--- src/rtl/quad_stepper_pkg.sv ---
// Shared definitions for the step/dir to quadrature encoder: phase encodings,
// quadrature sequencing and the pending-counter saturation limit.
package quad_stepper_pkg;

  typedef logic [1:0] phase_t;  // {A, B}

  localparam phase_t PH_00 = 2'b00;
  localparam phase_t PH_10 = 2'b10;
  localparam phase_t PH_11 = 2'b11;
  localparam phase_t PH_01 = 2'b01;

  // Forward walks 00->10->11->01->00 so a standard decoder counts up.
  function automatic phase_t next_phase(input phase_t phase, input logic fwd);
    phase_t nxt;
    case (phase)
      PH_00:   nxt = fwd ? PH_10 : PH_01;
      PH_10:   nxt = fwd ? PH_11 : PH_00;
      PH_11:   nxt = fwd ? PH_01 : PH_10;
      default: nxt = fwd ? PH_00 : PH_11;
    endcase
    return nxt;
  endfunction

  // Symmetric limit: pending stays within +/-(2^(bits-1)-1).
  function automatic int sat_limit(input int pending_bits);
    return (1 << (pending_bits - 1)) - 1;
  endfunction

endpackage

--- src/rtl/sync_edge_detect.sv ---
// Three-flop synchronizer for an asynchronous level, with a one-cycle
// rising-edge pulse and the synchronized level taken from the same stage.
module sync_edge_detect (
  input  logic clk,
  input  logic reset,
  input  logic async_in,
  output logic rise,
  output logic level
);

  logic [2:0] sync_q;

  // NOTE: sequential state uses non-blocking assignments so all flops sample together.
  always_ff @(posedge clk or posedge reset) begin
    if (reset) sync_q <= '0;
    else       sync_q <= {sync_q[1:0], async_in};
  end

  assign rise  = sync_q[1] & ~sync_q[2];
  assign level = sync_q[1];

endmodule

--- src/rtl/quad_step_encoder.sv ---
// Converts step/dir pulses into a paced quadrature A/B pair, buffering bursts
// in a saturating signed pending counter.
module quad_step_encoder
  import quad_stepper_pkg::*;
#(
  parameter int DWELL_BITS   = 16,
  parameter int PENDING_BITS = 8
) (
  input  logic                           clk,
  input  logic                           reset,
  input  logic                           step_in,
  input  logic                           dir_in,
  input  logic                           enable,
  input  logic [DWELL_BITS-1:0]          dwell,
  input  logic                           clear_overflow,
  output logic                           quadA,
  output logic                           quadB,
  output logic signed [PENDING_BITS-1:0] pending,
  output logic                           busy,
  output logic                           overflow
);

  localparam int SW = PENDING_BITS + 1;
  localparam logic signed [SW-1:0] LIM_POS = SW'(sat_limit(PENDING_BITS));
  localparam logic signed [SW-1:0] LIM_NEG = -LIM_POS;
  localparam logic signed [SW-1:0] ONE     = SW'(1);

  logic                   step_rise;
  logic                   step_level_unused;
  logic                   dir_rise_unused;
  logic                   dir_level;
  logic [DWELL_BITS-1:0]  timer;
  logic [DWELL_BITS-1:0]  dwell_load;
  phase_t                 phase;
  logic                   issue;
  logic                   issue_fwd;
  logic signed [SW-1:0]   sum_next;
  logic                   saturate;

  sync_edge_detect u_step_sync (
    .clk      (clk),
    .reset    (reset),
    .async_in (step_in),
    .rise     (step_rise),
    .level    (step_level_unused)
  );

  sync_edge_detect u_dir_sync (
    .clk      (clk),
    .reset    (reset),
    .async_in (dir_in),
    .rise     (dir_rise_unused),
    .level    (dir_level)
  );

  assign issue      = enable && (timer == '0) && (pending != '0);
  assign issue_fwd  = ~pending[PENDING_BITS-1];
  assign dwell_load = (dwell == '0) ? '0 : dwell - DWELL_BITS'(1);

  // Step and issue are folded into one sum so a coincident pair cancels exactly.
  always_comb begin
    // NOTE: default assignment first so every path drives sum_next and no latch is inferred.
    sum_next = {pending[PENDING_BITS-1], pending};
    if (step_rise) sum_next = dir_level ? sum_next + ONE : sum_next - ONE;
    if (issue)     sum_next = issue_fwd ? sum_next - ONE : sum_next + ONE;
  end

  assign saturate = (sum_next > LIM_POS) || (sum_next < LIM_NEG);

  always_ff @(posedge clk or posedge reset) begin
    if (reset) begin
      pending  <= '0;
      timer    <= '0;
      phase    <= PH_00;
      overflow <= 1'b0;
    end else begin
      if (!saturate) pending <= sum_next[PENDING_BITS-1:0];
      // A fresh drop outranks a clear arriving in the same cycle.
      if (saturate)            overflow <= 1'b1;
      else if (clear_overflow) overflow <= 1'b0;
      if (issue) begin
        phase <= next_phase(phase, issue_fwd);
        timer <= dwell_load;
      end else if (timer != '0) begin
        timer <= timer - DWELL_BITS'(1);
      end
    end
  end

  assign quadA = phase[1];
  assign quadB = phase[0];
  assign busy  = (pending != '0) || (timer != '0);

endmodule

--- config.mk ---
export PLATFORM = sky130hd
export DESIGN_NAME = quad_step_encoder
export DESIGN_NICKNAME = d
export VERILOG_FILES = /design/src/rtl/quad_stepper_pkg.sv /design/src/rtl/sync_edge_detect.sv /design/src/rtl/quad_step_encoder.sv
export SDC_FILE = /design/constraint.sdc
export NUM_CORES = 1
export LEC_CHECK = 0
export ABC_AREA = 1
export BUFFER_PORTS_ARGS = -buffer_cell sky130_fd_sc_hd__buf_2
export CORE_MARGIN = 2
export CORE_UTILIZATION = 30
export CTS_BUF_LIST = sky130_fd_sc_hd__clkbuf_2
export DETAILED_ROUTE_END_ITERATION = 12
export RECOVER_POWER = 50
export SYNTH_ARGS = -nofsm -noshare
export SYNTH_HDL_FRONTEND = slang
export SYNTH_SLANG_ARGS = --single-unit
--- constraint.sdc ---
create_clock -name clk -period 5.8 [get_ports clk]
set_clock_uncertainty 0.15 [all_clocks]
set_input_delay 1.74 -clock clk [delete_from_list [all_inputs] [get_ports clk]]
set_output_delay 1.74 -clock clk [all_outputs]
set_load 0.01 [all_outputs]
After elaboration in Yosys (flattened, before gate mapping) --
Cells that the tools add are included.
Storage, ports and cells: register bits 32, bits of input ports 22, output and inout port bits 12, word-level logic and storage cells 43
Cells by class: add/subtract/negate cells 6, $lt $le $gt $ge 2, equality and inequality tests 2, mux-type cells 14, bitwise logic cells 2, reduce and logical (&&, ||, !) cells 11
Operator list (number):
- 16-bit 2-to-1 mux | 3
- 9-bit 2-to-1 mux | 4
- 16-bit zero test | 2
- 16-bit by 1-bit subtractor with 16-bit output (second input constant) | 2
- 16-bit nonzero test | 1
- 8-bit by 2-bit adder with 9-bit output (second input constant) | 1
- 9-bit by 2-bit adder with 9-bit output (second input constant) | 1
- 9-bit by 8-bit > comparator with 1-bit output (second input constant) | 1
- 9-bit by 8-bit < comparator with 1-bit output (second input constant) | 1
- 8-bit by 2-bit subtractor with 9-bit output (second input constant) | 1
- 9-bit by 2-bit subtractor with 9-bit output (second input constant) | 1
- 2-bit 2-to-1 mux | 4
- 8-bit nonzero test | 1
- 2-bit case mux with 3 select lines | 1
- 2-bit equality test (second input constant) | 2
- 2-bit nonzero test | 2
- 1-bit logical AND | 2
- 2-bit zero test | 1
- 1-bit logical OR | 2
- 1-bit 2-to-1 mux | 2
- 1-bit bitwise AND | 1
- 1-bit inverter | 1

Depth between registers and ports, before layout --
word-level depth 9, depth in mapped cells 27, mapped depth without buffers 27

Cells and area by module --
Synthesis repeated with hierarchy kept, for this count alone.
Unflattened totals: cell total of the unflattened synthesis 462, area, all modules 3046.7 um^2
By module, submodules not included:
- quad_step_encoder | instances 1, cells an instance 450, area each 2869.0 um^2, sequential area each 675.6 um^2
- sync_edge_detect | instances 2, cells an instance 6, area each 88.8 um^2, sequential area each 75.1 um^2

Worst setup path before layout --
OpenSTA, ideal clock, no wires.
kind input port to flip-flop, from in dwell[1], to reg timer[14], library setup time 0.140 ns, arrival 3.095 ns, required time 5.510 ns, path slack 2.415 ns, stages 11, buffers on the path 0, cells stage by stage inv_1 -> ha_1 -> nand2_1 -> nor2_1 -> nand2_1 -> nor2_1 -> nand4_1 -> o31ai_1 -> nor2_1 -> nand2_1 -> a21oi_1
Between the ends: cells in the longest elaborated chain, start to end 3, elaborated cells on any way between the ends 4, classes of those cells 1 x add/sub; 2 x mux; 1 x reduce/logical
RTL lines:
- start, declared | RTL line quad_step_encoder.sv:14 | input logic [DWELL_BITS-1:0] dwell,
- 16-bit by 1-bit subtractor with 16-bit output or 16-bit zero test (tied branches) | RTL line quad_step_encoder.sv:58 | assign dwell_load = (dwell == '0) ? '0 : dwell - DWELL_BITS'(1);
- 16-bit 2-to-1 mux (*) | RTL line quad_step_encoder.sv:58
- 16-bit 2-to-1 mux (*) | RTL line quad_step_encoder.sv:81 | if (issue) begin
- end signal, assigned | RTL line quad_step_encoder.sv:83 | timer <= dwell_load;
- end signal, assigned | RTL line quad_step_encoder.sv:85 | timer <= timer - DWELL_BITS'(1);
- end, declared | RTL line quad_step_encoder.sv:32 | logic [DWELL_BITS-1:0] timer;
Every way passes the cells marked *; elsewhere a longest branch is shown, timed or not. A chain may end at the register's enable or synchronous reset.

Worst setup path after layout --
from reg u_dir_sync.sync_q[1], to reg pending[0]
Between the ends: cells in the longest elaborated chain, start to end 7, elaborated cells on any way between the ends 9, classes of those cells 2 x add/sub; 2 x order compare; 4 x mux; 1 x reduce/logical
RTL lines:
- start, declared | RTL line sync_edge_detect.sv:11 | logic [2:0] sync_q;
- start signal, assigned | RTL line sync_edge_detect.sv:16 | else sync_q <= {sync_q[1:0], async_in};
- 9-bit 2-to-1 mux (*) (2 in series) | RTL line quad_step_encoder.sv:64 | if (step_rise) sum_next = dir_level ? sum_next + ONE : sum_next - ONE;
- 9-bit by 2-bit subtractor with 9-bit output or 9-bit by 2-bit adder with 9-bit output (tied branches) | RTL line quad_step_encoder.sv:65 | if (issue) sum_next = issue_fwd ? sum_next - ONE : sum_next + ONE;
- 9-bit 2-to-1 mux | RTL line quad_step_encoder.sv:65
- 9-bit 2-to-1 mux (*) | RTL line quad_step_encoder.sv:65
- 9-bit by 8-bit > comparator with 1-bit output or 9-bit by 8-bit < comparator with 1-bit output (tied branches) | RTL line quad_step_encoder.sv:68 | assign saturate = (sum_next > LIM_POS) || (sum_next < LIM_NEG);
- 1-bit logical OR | RTL line quad_step_encoder.sv:68
- end signal, assigned | RTL line quad_step_encoder.sv:77 | if (!saturate) pending <= sum_next[PENDING_BITS-1:0];
- end, declared | RTL line quad_step_encoder.sv:18 | output logic signed [PENDING_BITS-1:0] pending,
Marks and branches as above.

==> results_dict.tcl <==
set metrics [dict create \
    ys_ff_latch 32 \
    rsz0062_at_grt "no" \
    period_share 0.654 \
    insertion_delay_ns 0.37 \
    yosys-top-cells-area "dfrtp_1 26%, nand2_1 16%, inv_1 6.9%" \
    diodes 0 \
    synthArstFlopShare 1.00 \
    pre_cts_ws_ns 2.02 \
    leakagePower_nw 1.82 \
    p_per_area_nw_per_um2 379 \
    grt-ovfl-total 0 \
    vias_per_cell 4.76 \
    synth_top_area_frac 0.257 \
    hold-path-endpoint "u_dir_sync.sync_q[1]" \
    initial_utilization 0.306 \
    gp_congestion 0.883 \
    drive_above_1_share 0.157 \
    wl_per_cell_um 12.3 \
    tightestPinTransition_ns 1.71 \
    grt_pass1_wl_um 13500 \
    syn_area_um2 3110 \
    antenna_found_initial 0 \
    placed_area_um2 3460 \
    crit_path_end_kind "flip-flop" \
    grt_max_degree 33 \
    path_clk_slew_ns 0.18 \
    drv_slew 33 \
    violations "capacitance limit, slew limit" \
    dieArea_um2 11200 \
    ys_types 40 \
    ys.flop_type "dfrtp_1" \
    outcome "finished with violations" \
    cts_buffers 5 \
    hold_class "flip-flop to flip-flop" \
    fin_nets 541 \
    min-delay-start "u_dir_sync.sync_q[0]" \
    cts_setup_buffers 0 \
    rr_endpoint "pending[0]" \
    whs_path_depth 0 \
    pin_count 34 \
    fp.dieW_um 106 \
    layout_setup_ws_ns 2.00 \
    drc 0 \
    cts_sinks 32 \
    ys_warn_count 0 \
    finalSetupViolCount 0 \
    fmax_ghz 0.263 \
    first_pass_iters 6 \
    cp_data_required_time_ns 5.93 \
    slew_headroom -0.142 \
    routed_wl_um 7870 \
    cts_buffer_depth 2 \
    synth.avg_cell_area_um2 6.77 \
    dieHeight_um 106 \
    path_max_fanout 9 \
    drtIter0Drc 153 \
    r2r_slack_ns 2.00 \
    grt_use_total 0.149 \
    root_buffer "clkbuf_2" \
    crit_arrival_ns 3.93 \
    synth_edf_count 0 \
    synth_cells 460 \
    htree_levels 2 \
    setup_tns_ns 0 \
    cp-start-kind "flip-flop" \
    finalHoldViolations 0 \
    syn2layout_area_growth_pct 11.7 \
    cts_tree "yes" \
    synth_top_cell_by_area "dfrtp_1" \
    peakVddDrop_uv 112 \
    holdBufCountCts 0 \
    finalCriticalPeriod_ns 3.80 \
    power_mw 1.32 \
    rr_worst_depth 18 \
    vias 3036 \
    ys_seq_area_frac 0.257 \
    r2r_start "u_dir_sync.sync_q[1]" \
    numPortBuffers 33 \
    dpl.hpwl_um 6420 \
    finalInstanceArea_um2 3480 \
    core_um2 10200 \
    maxCapViolCount 1 \
    cts_resized 0 \
    placementRows 37 \
    critPathKind "flip-flop to flip-flop" \
    grt_pass1_vias 2895 \
    drtAntennaViolNets 0 \
    syn-num-nets 500 \
]
==> sequential cells by signal, indices dropped and copies added, names as in the netlist <==
register,cells
timer,16
pending,8
u_step_sync.sync_q,3
phase,2
u_dir_sync.sync_q,2
overflow,1
==> cell usage in the layout (no fill, tap or decap), types with 2 or more instances in the layout <==
master and count:
o21ai_2 2, ha_1 16, nand2_4 3, nand3_4 2
o21ai_0 15, xnor2_1 11, nand2_1 131, nor3_1 7
clkbuf_2 6, nor2_4 6, a21oi_1 22, nand4_1 11
inv_2 3, fa_1 2, xor2_1 10, nor2_1 52
dfrtp_1 32, or2_2 5, o221ai_1 2, buf_2 33
inv_1 57, a21o_1 2, o21ai_4 2, nand3b_1 5
nand3_1 33, nor2_2 5, nand2_2 7, o21bai_1 2
a22oi_1 2
==> critical path, cell delays in order, from the launching register on <==
cell and delay (ns):
dfrtp_1 0.40, inv_1 0.26, ha_1 0.35, or2_1 0.29, nand3b_1 0.12, nand3_1 0.07, nand3_1 0.11, nand2_1 0.08
ha_1 0.36, nand2_1 0.10, or2_2 0.32, nand4_1 0.07, nand3_1 0.08, nand2_1 0.13, nand2_1 0.15, o21ai_4 0.33
nand3_4 0.17, nand2_1 0.09, nand2_1 0.06
==> report_power, final <==
| group | internal [mW] | total, mW | switching, mW |
|---|---|---|---|
| Clock | 0.0301 | 0.110 | 0.0801 |
| Sequential | 0.287 | 0.380 | 0.0931 |
| Combinational | 0.319 | 0.829 | 0.510 |
==> layout make-up <==
class	count	area [um2]
fillers	1160	6710
well taps	136	170
clock buffers	6	30.0
multi-input cells	367	2060
clock inverters	2	11.3
repair buffers	34	169
inverters	61	234
flip-flops and latches	32	801
==> worst max-delay path by stage <==
stage                                     from          to  slack (ns)  cells after the start
after floorplan                       dwell[1]   timer[14]        2.42                     11
after global placement    u_dir_sync.sync_q[1]  pending[6]        2.11                     18
after detailed placement  u_dir_sync.sync_q[1]  pending[2]        2.02                     18
after CTS                 u_dir_sync.sync_q[1]  pending[2]        1.98                     18
after global routing      u_dir_sync.sync_q[1]  pending[2]        1.69                     18
final                     u_dir_sync.sync_q[1]  pending[0]        2.00                     18
==> synthesized netlist by cell type, types with 2 or more instances <==
library cell / number
o21ai_4: 2
o21ai_2: 2
a21o_1: 2
nand2_1: 131
a22oi_1: 2
or2_2: 5
xor2_1: 10
nor2_1: 51
xnor2_1: 11
o221ai_1: 2
nor2_8: 2
nand3_1: 33
nor2_2: 5
inv_1: 57
o21ai_0: 15
nand3b_1: 5
dfrtp_1: 32
fa_1: 2
nand3_4: 2
a21oi_1: 22
nor2_4: 6
nand4_1: 11
nand2_4: 3
nor3_1: 7
nand2_2: 7
ha_1: 16
o21bai_1: 2
inv_2: 3
==> stage by stage <==
step	cells	hold slack, ns	utilization
final	638	0.208	0.342
after global placement	630	0.185	0.339
after detailed placement	630	0.185	0.339
after global routing	638	0.212	0.342
after floorplan	460	0.181	-
after CTS	638	0.214	0.343
==> metal layers <==
layer,routed length [um],track usage,vias up
met5,0,0,-
met1,3710,0.190,1395
met2,3790,0.259,54
met3,239,0.0173,8
li1,-,-,1579
met4,130,0.0536,0
==> cell families (layout without fill, tap and decap cells) <==
group | count (synthesis) | in the layout | share of synthesized area
xor+xnor | 21 | 21 | 0.0591
flops | 32 | 32 | 0.257
fa+ha+maj | 18 | 18 | 0.0771
buf+inv | 61 | 103 | 0.0751
simple gates | 275 | 275 | 0.426
compound gates | 53 | 53 | 0.106
Note: power is estimated with default switching activity, not from simulation.
